`config.mk`:
```
export PLATFORM = sky130hd
export DESIGN_NAME = drum_approx_div
export DESIGN_NICKNAME = d
export VERILOG_FILES = /design/src/rtl/drum_pkg.sv /design/src/rtl/drum_lod_trunc.sv /design/src/rtl/drum_approx_div.sv
export SDC_FILE = /design/constraint.sdc
export NUM_CORES = 1
export LEC_CHECK = 0
export ABC_AREA = 1
export BUFFER_PORTS_ARGS = -buffer_cell sky130_fd_sc_hd__buf_2
export CAP_MARGIN = 25
export CORE_ASPECT_RATIO = 0.5
export CORE_MARGIN = 2
export CORE_UTILIZATION = 40
export CTS_CLUSTER_DIAMETER = 40
export CTS_CLUSTER_SIZE = 12
export DETAILED_ROUTE_END_ITERATION = 10
export REMOVE_ABC_BUFFERS = 1
export SLEW_MARGIN = 30
export SYNTH_ARGS = -nofsm -noshare
export SYNTH_HDL_FRONTEND = slang
export SYNTH_SLANG_ARGS = --single-unit
```
`constraint.sdc`:
```
create_clock -name clk -period 5.5 [get_ports clk]
set_input_delay 0.275 -clock clk [delete_from_list [all_inputs] [get_ports clk]]
set_output_delay 0.275 -clock clk [all_outputs]
set_load 0.01 [all_outputs]
```
`src/rtl/drum_pkg.sv`:
```
// drum_pkg: shared FSM state encoding and helper functions for the DRUM approximate divider.
// Latency: n/a (types and constant functions only).
// Backpressure: n/a.
//
// Contents:
//   state_t    : IDLE / NORM / DIV / SHIFT / DONE
//   exp_width  : width of the signed exponent difference, $clog2(N)+2
//   lod_idx    : index of the most significant set bit, 0 for an all-zero input
package drum_pkg;

  typedef enum logic [2:0] {
    IDLE  = 3'd0,
    NORM  = 3'd1,
    DIV   = 3'd2,
    SHIFT = 3'd3,
    DONE  = 3'd4
  } state_t;

  function automatic int exp_width(input int n);
    return $clog2(n) + 2;
  endfunction

  function automatic int lod_idx(input logic [63:0] x);
    int idx;
    idx = 0;
    for (int i = 0; i < 64; i++) begin
      if (x[i]) idx = i;
    end
    return idx;
  endfunction

endpackage

```
`src/rtl/drum_lod_trunc.sv`:
```
// drum_lod_trunc: leading-one detect and K-bit mantissa select for one operand.
// Latency: combinational.
// Backpressure: none (pure function of x).
//
// Ports:
//   x     in  W   operand
//   mant  out K   K bits starting at the leading one (or x[K-1:0] when x is short)
//   shift out SW  number of low bits dropped by the truncation
// Build option: DRUM_DIV_UNBIAS_EN forces the mantissa LSB to 1 whenever bits were dropped.
module drum_lod_trunc
  import drum_pkg::*;
#(
  parameter int K  = 6,
  parameter int W  = 16,
  parameter int SW = $clog2(W) + 1
) (
  input  logic [W-1:0]  x,
  output logic [K-1:0]  mant,
  output logic [SW-1:0] shift
);

  int k;
  int sh;

  always_comb begin
    k     = lod_idx(64'(x));
    sh    = 0;
    mant  = x[K-1:0];
    shift = '0;
    if (k > K - 1) begin
      sh    = k - K + 1;
      mant  = K'(x >> sh);
      shift = SW'(sh);
`ifdef DRUM_DIV_UNBIAS_EN
      // Dropped bits average half an LSB; a forced 1 centres the error.
      mant[0] = 1'b1;
`endif
    end
  end

endmodule

```
`src/rtl/drum_approx_div.sv`:
```
// drum_approx_div: sequential DRUM-style approximate unsigned divider, r ~= a / b.
// Latency: 2K+2 cycles accept-to-out_valid (14 at K=6); 2 cycles when b==0.
// Backpressure: one op in flight; in_ready only in IDLE, result held until out_ready.
//
// Ports:
//   clk, rst_n          clock (rising edge), asynchronous active-low reset
//   in_valid/in_ready   operand handshake; a (N bits) dividend, b (M bits) divisor
//   out_valid/out_ready result handshake; r (N bits) quotient, dz divide-by-zero flag
// Build option: DRUM_DIV_UNBIAS_EN (see drum_lod_trunc) centres the truncation error.
module drum_approx_div
  import drum_pkg::*;
#(
  parameter int K = 6,
  parameter int N = 16,
  parameter int M = 16
) (
  input  logic         clk,
  input  logic         rst_n,
  input  logic         in_valid,
  output logic         in_ready,
  input  logic [N-1:0] a,
  input  logic [M-1:0] b,
  output logic         out_valid,
  input  logic         out_ready,
  output logic [N-1:0] r,
  output logic         dz
);

  localparam int EW = exp_width(N);
  localparam int PW = $clog2(N) + 1;
  localparam int QW = $clog2(M) + 1;
  localparam int CW = $clog2(2 * K);
  localparam int XW = N + 2 * K;

  state_t state, state_nxt;

  logic [N-1:0]   a_q;
  logic [M-1:0]   b_q;
  logic [K-1:0]   ma, mb, mb_q;
  logic [PW-1:0]  p, p_q;
  logic [QW-1:0]  q, q_q;
  logic [2*K-1:0] quo;       // dividend bits shift out the top, quotient bits shift in
  logic [K-1:0]   rem;       // always < mb, so K bits hold it between iterations
  logic [CW-1:0]  cnt;
  logic [K:0]     trial;     // K+1-bit partial remainder for this iteration
  logic           fits;

  logic signed [EW-1:0] e;
  logic [EW-1:0]        neg;
  logic [XW-1:0]        qe_ext, scaled;
  logic [N-1:0]         r_calc;

  drum_lod_trunc #(.K(K), .W(N), .SW(PW)) u_lod_a (.x(a_q), .mant(ma), .shift(p));
  drum_lod_trunc #(.K(K), .W(M), .SW(QW)) u_lod_b (.x(b_q), .mant(mb), .shift(q));

  assign in_ready = (state == IDLE);

  // Restoring step: subtract only when the divisor fits.
  always_comb begin
    trial = {rem, quo[2*K-1]};
    fits  = (trial >= {1'b0, mb_q});
  end

  // Rescale by e = p - q - K. The extended word leaves room above bit N-1 so
  // any bit that would be lost by a left shift is visible and forces a clamp.
  always_comb begin
    e      = EW'(p_q) - EW'(q_q) - EW'(K);
    neg    = EW'(-e);
    qe_ext = XW'(quo);
    scaled = '0;
    if (!e[EW-1]) begin
      scaled = qe_ext << e[EW-2:0];
    end else if (int'(neg) < 2 * K) begin
      scaled = qe_ext >> neg;
    end
    r_calc = (|scaled[XW-1:N]) ? {N{1'b1}} : scaled[N-1:0];
  end

  always_ff @(posedge clk or negedge rst_n) begin
    if (!rst_n) state <= IDLE;
    else        state <= state_nxt;
  end

  // A zero divisor skips the loop but still passes through SHIFT, where the
  // saturated result is written, giving the 2-cycle latency for that case.
  always_comb begin
    state_nxt = state;
    case (state)
      IDLE:    if (in_valid) state_nxt = NORM;
      NORM:    state_nxt = (b_q == '0) ? SHIFT : DIV;
      DIV:     if (cnt == CW'(2 * K - 1)) state_nxt = SHIFT;
      SHIFT:   state_nxt = DONE;
      DONE:    if (out_ready) state_nxt = IDLE;
      default: state_nxt = IDLE;
    endcase
  end

  always_ff @(posedge clk or negedge rst_n) begin
    if (!rst_n) begin
      a_q       <= '0;
      b_q       <= '0;
      mb_q      <= '0;
      p_q       <= '0;
      q_q       <= '0;
      quo       <= '0;
      rem       <= '0;
      cnt       <= '0;
      r         <= '0;
      dz        <= 1'b0;
      out_valid <= 1'b0;
    end else begin
      case (state)
        IDLE: begin
          if (in_valid) begin
            a_q <= a;
            b_q <= b;
          end
        end
        NORM: begin
          quo  <= {ma, {K{1'b0}}};
          rem  <= '0;
          cnt  <= '0;
          mb_q <= mb;
          p_q  <= p;
          q_q  <= q;
          dz   <= (b_q == '0);
        end
        DIV: begin
          quo <= {quo[2*K-2:0], fits};
          rem <= fits ? K'(trial - {1'b0, mb_q}) : trial[K-1:0];
          cnt <= cnt + CW'(1);
        end
        SHIFT: begin
          r         <= dz ? {N{1'b1}} : r_calc;
          out_valid <= 1'b1;
        end
        DONE: begin
          if (out_ready) begin
            out_valid <= 1'b0;
            dz        <= 1'b0;
          end
        end
        default: ;
      endcase
    end
  end

endmodule
```
==> results.tsv <==
metric	value	unit
crit_slowest_cell	nor2_2	
pin_count	55	
rows	34	
syn_avg_cell_area	6.75	um2
holdPathEnd	b_q[0]	
netlist.area_leader.share	31.7	%
tns	0	ns
fp.dieH	98.8	um
grt.total_usage	22.0	%
skew	0.00767	ns
finalHoldViolCount	0	
rr_worst_depth	30	
ys_ff_latch	91	
max_freq	247	MHz
hold-path-cell-count	2	
cp_max_fo	20	
syn_to_final_growth	10.2	%
clock-sinks	91	
vias_per_cell	5.28	
min-delay-start	b[0]	
r2r_end	quo[7]	
drive_gt1_share	12.2	%
synth_cell_types	52	
cts_tree	yes	
cts_resized	0	
drc	0	
grt_pass1_vias	6652	
slowest_delay	0.59	ns
wire_per_inst	15.2	um
rsz0062_at_grt	no	
drtIter0Drc	489	
synth_edf_count	0	
htree_levels	3	
antenna_found_initial	0	
clk_latency	0.35	ns
relSlewSlack	48.2	%
synthFlopType	dfrtp_1	
cts_root_buf	clkbuf_16	
critPathMostFrequentCell	nand2_1	
fin_nets	1156	
vias	7039	
cts_buffers	9	
async_flop_share	100	%
clk_path_buf_depth	2	
worstReg2RegStart	a_q[2]	
grt_pass1_wl	34.2	mm
cap_violations	0	
yosysMostFrequentCell	nand2_1	
grt.overflow.total	0	
cp-end-kind	register	
critPathArrivalTime	4.34	ns
gp_congestion	0.872	
r2r_setup_slack	1.45	ns
ant_nets	0	
crit_required	5.79	ns
period_needed	4.05	ns
min_path_type	in2reg	
startpoint_type	register	
ys_top_cells_by_count	nand2_1, inv_1, nand3_1	
netlist_instances	1064	
finalSetupViolCount	0	
synth_seq_area_share	31.7	%
outcome	finished, final reports clean	
io_buffers	54	
grt_max_degree	70	
first_pass_iters	5	
design.die.area	19100	um2
fp.dieW	193	um
synth_area_leaders	dfrtp_1, nand2_1, nand3_1	
drt_wl_total	20.3	mm
synth_warnings	0	
core	17500	um2
antenna_cells	0	
finalCritPeriodShare	73.7	%
drv_slew	0	
hpwl	15.6	mm
synth.cell_area	7180	um2
tightestPinTransition	0.776	ns
path_clk_slew	0.07	ns
crit_type	reg2reg	
start_util	41.1	%
yosys.area.top_type	dfrtp_1	
logic make-up (layout without fill, tap and decap cells):
kind of cell / count (synthesis) / in the layout / synth area share (%)
compound gates: 215 / 215 / 17.0
mux: 5 / 5 / 0.749
flops: 91 / 91 / 31.7
simple gates: 541 / 541 / 34.0
xor+xnor: 10 / 10 / 1.43
fa+ha+maj: 27 / 27 / 4.91
buf+inv: 175 / 209 / 10.2
metal layers:
| metal | up-vias | routed length, um | GRT usage (%) |
|---|---|---|---|
| met4 | 0 | 157 | 3.41 |
| met2 | 193 | 8470 | 33.3 |
| met5 | - | 0 | 0 |
| li1 | 3607 | - | - |
| met1 | 3223 | 10700 | 33.2 |
| met3 | 16 | 1030 | 4.00 |
worst max-delay path by stage:
stage / slack (ns) / endpoint / from / depth (start not counted)
2_1_floorplan: 2.19 / r[4] / p_q[1] / 20
3_3_place_gp: 1.45 / quo[9] / a_q[2] / 32
3_5_place_dp: 1.53 / quo[9] / a_q[2] / 32
4_1_cts: 1.49 / quo[9] / a_q[2] / 32
5_1_grt: 1.04 / quo[9] / a_q[2] / 32
6_report: 1.45 / quo[7] / a_q[2] / 30
registers in the layout, summed over array words and instances (netlist names), 4 cells and up:
name  cells
r        16
cnt       4
p_q       5
quo      12
q_q       5
b_q      16
mb_q      6
rem       6
a_q      16
area by class of cell:
| class | count | area, um2 |
|---|---|---|
| Fill cell | 1881 | 9570 |
| Tap cell | 234 | 293 |
| Sequential cell | 91 | 2280 |
| Inverter | 134 | 515 |
| Multi-Input combinational cell | 798 | 4180 |
| Timing Repair Buffer | 59 | 317 |
| Clock inverter | 5 | 85.1 |
| Clock buffer | 11 | 243 |
metrics by stage:
step                      util [%]  cells  hold slack (ns)  setup WS (ns)  area (um2)
after floorplan                  -   1023          -0.0206           2.19        6960
after global placement        43.3   1315            0.202           1.45        7560
after detailed placement      43.3   1315            0.204           1.53        7570
after CTS                     45.2   1332            0.149           1.49        7910
after global routing          45.3   1332            0.155           1.04        7910
final                         45.3   1332            0.158           1.45        7910
layout by cell type, fill, tap and decap left out, types with 7 or more instances in the layout:
cell	count
o21ai_1	16
inv_2	10
nand4_1	33
nand2_1	256
clkbuf_16	9
nand3_1	111
o22ai_1	27
o21ai_0	54
nor2_1	99
dfrtp_1	91
a31oi_1	8
ha_1	25
inv_1	118
nor3_1	7
buf_2	53
a21oi_1	89
nand2_2	11
worst max-delay path, delay by kind of cell (launching register included):
kind / cells / cell delay (ns)
buffers and inverters: 2 / 0.14
and+or+nand+nor: 25 / 2.50
DFF: 1 / 0.48
AOI/OAI and AO/OA: 1 / 0.44
adders and majority gates: 2 / 0.42
timing repair:
item                      in CTS  in global routing
hold buffers                   1                  0
setup buffers                  0                  0
hold endpoints to repair      22                  0
Power is left out: the tool's default activity adds up to more than one toggle a clock period on the data nets, which glitch-free logic cannot reach.
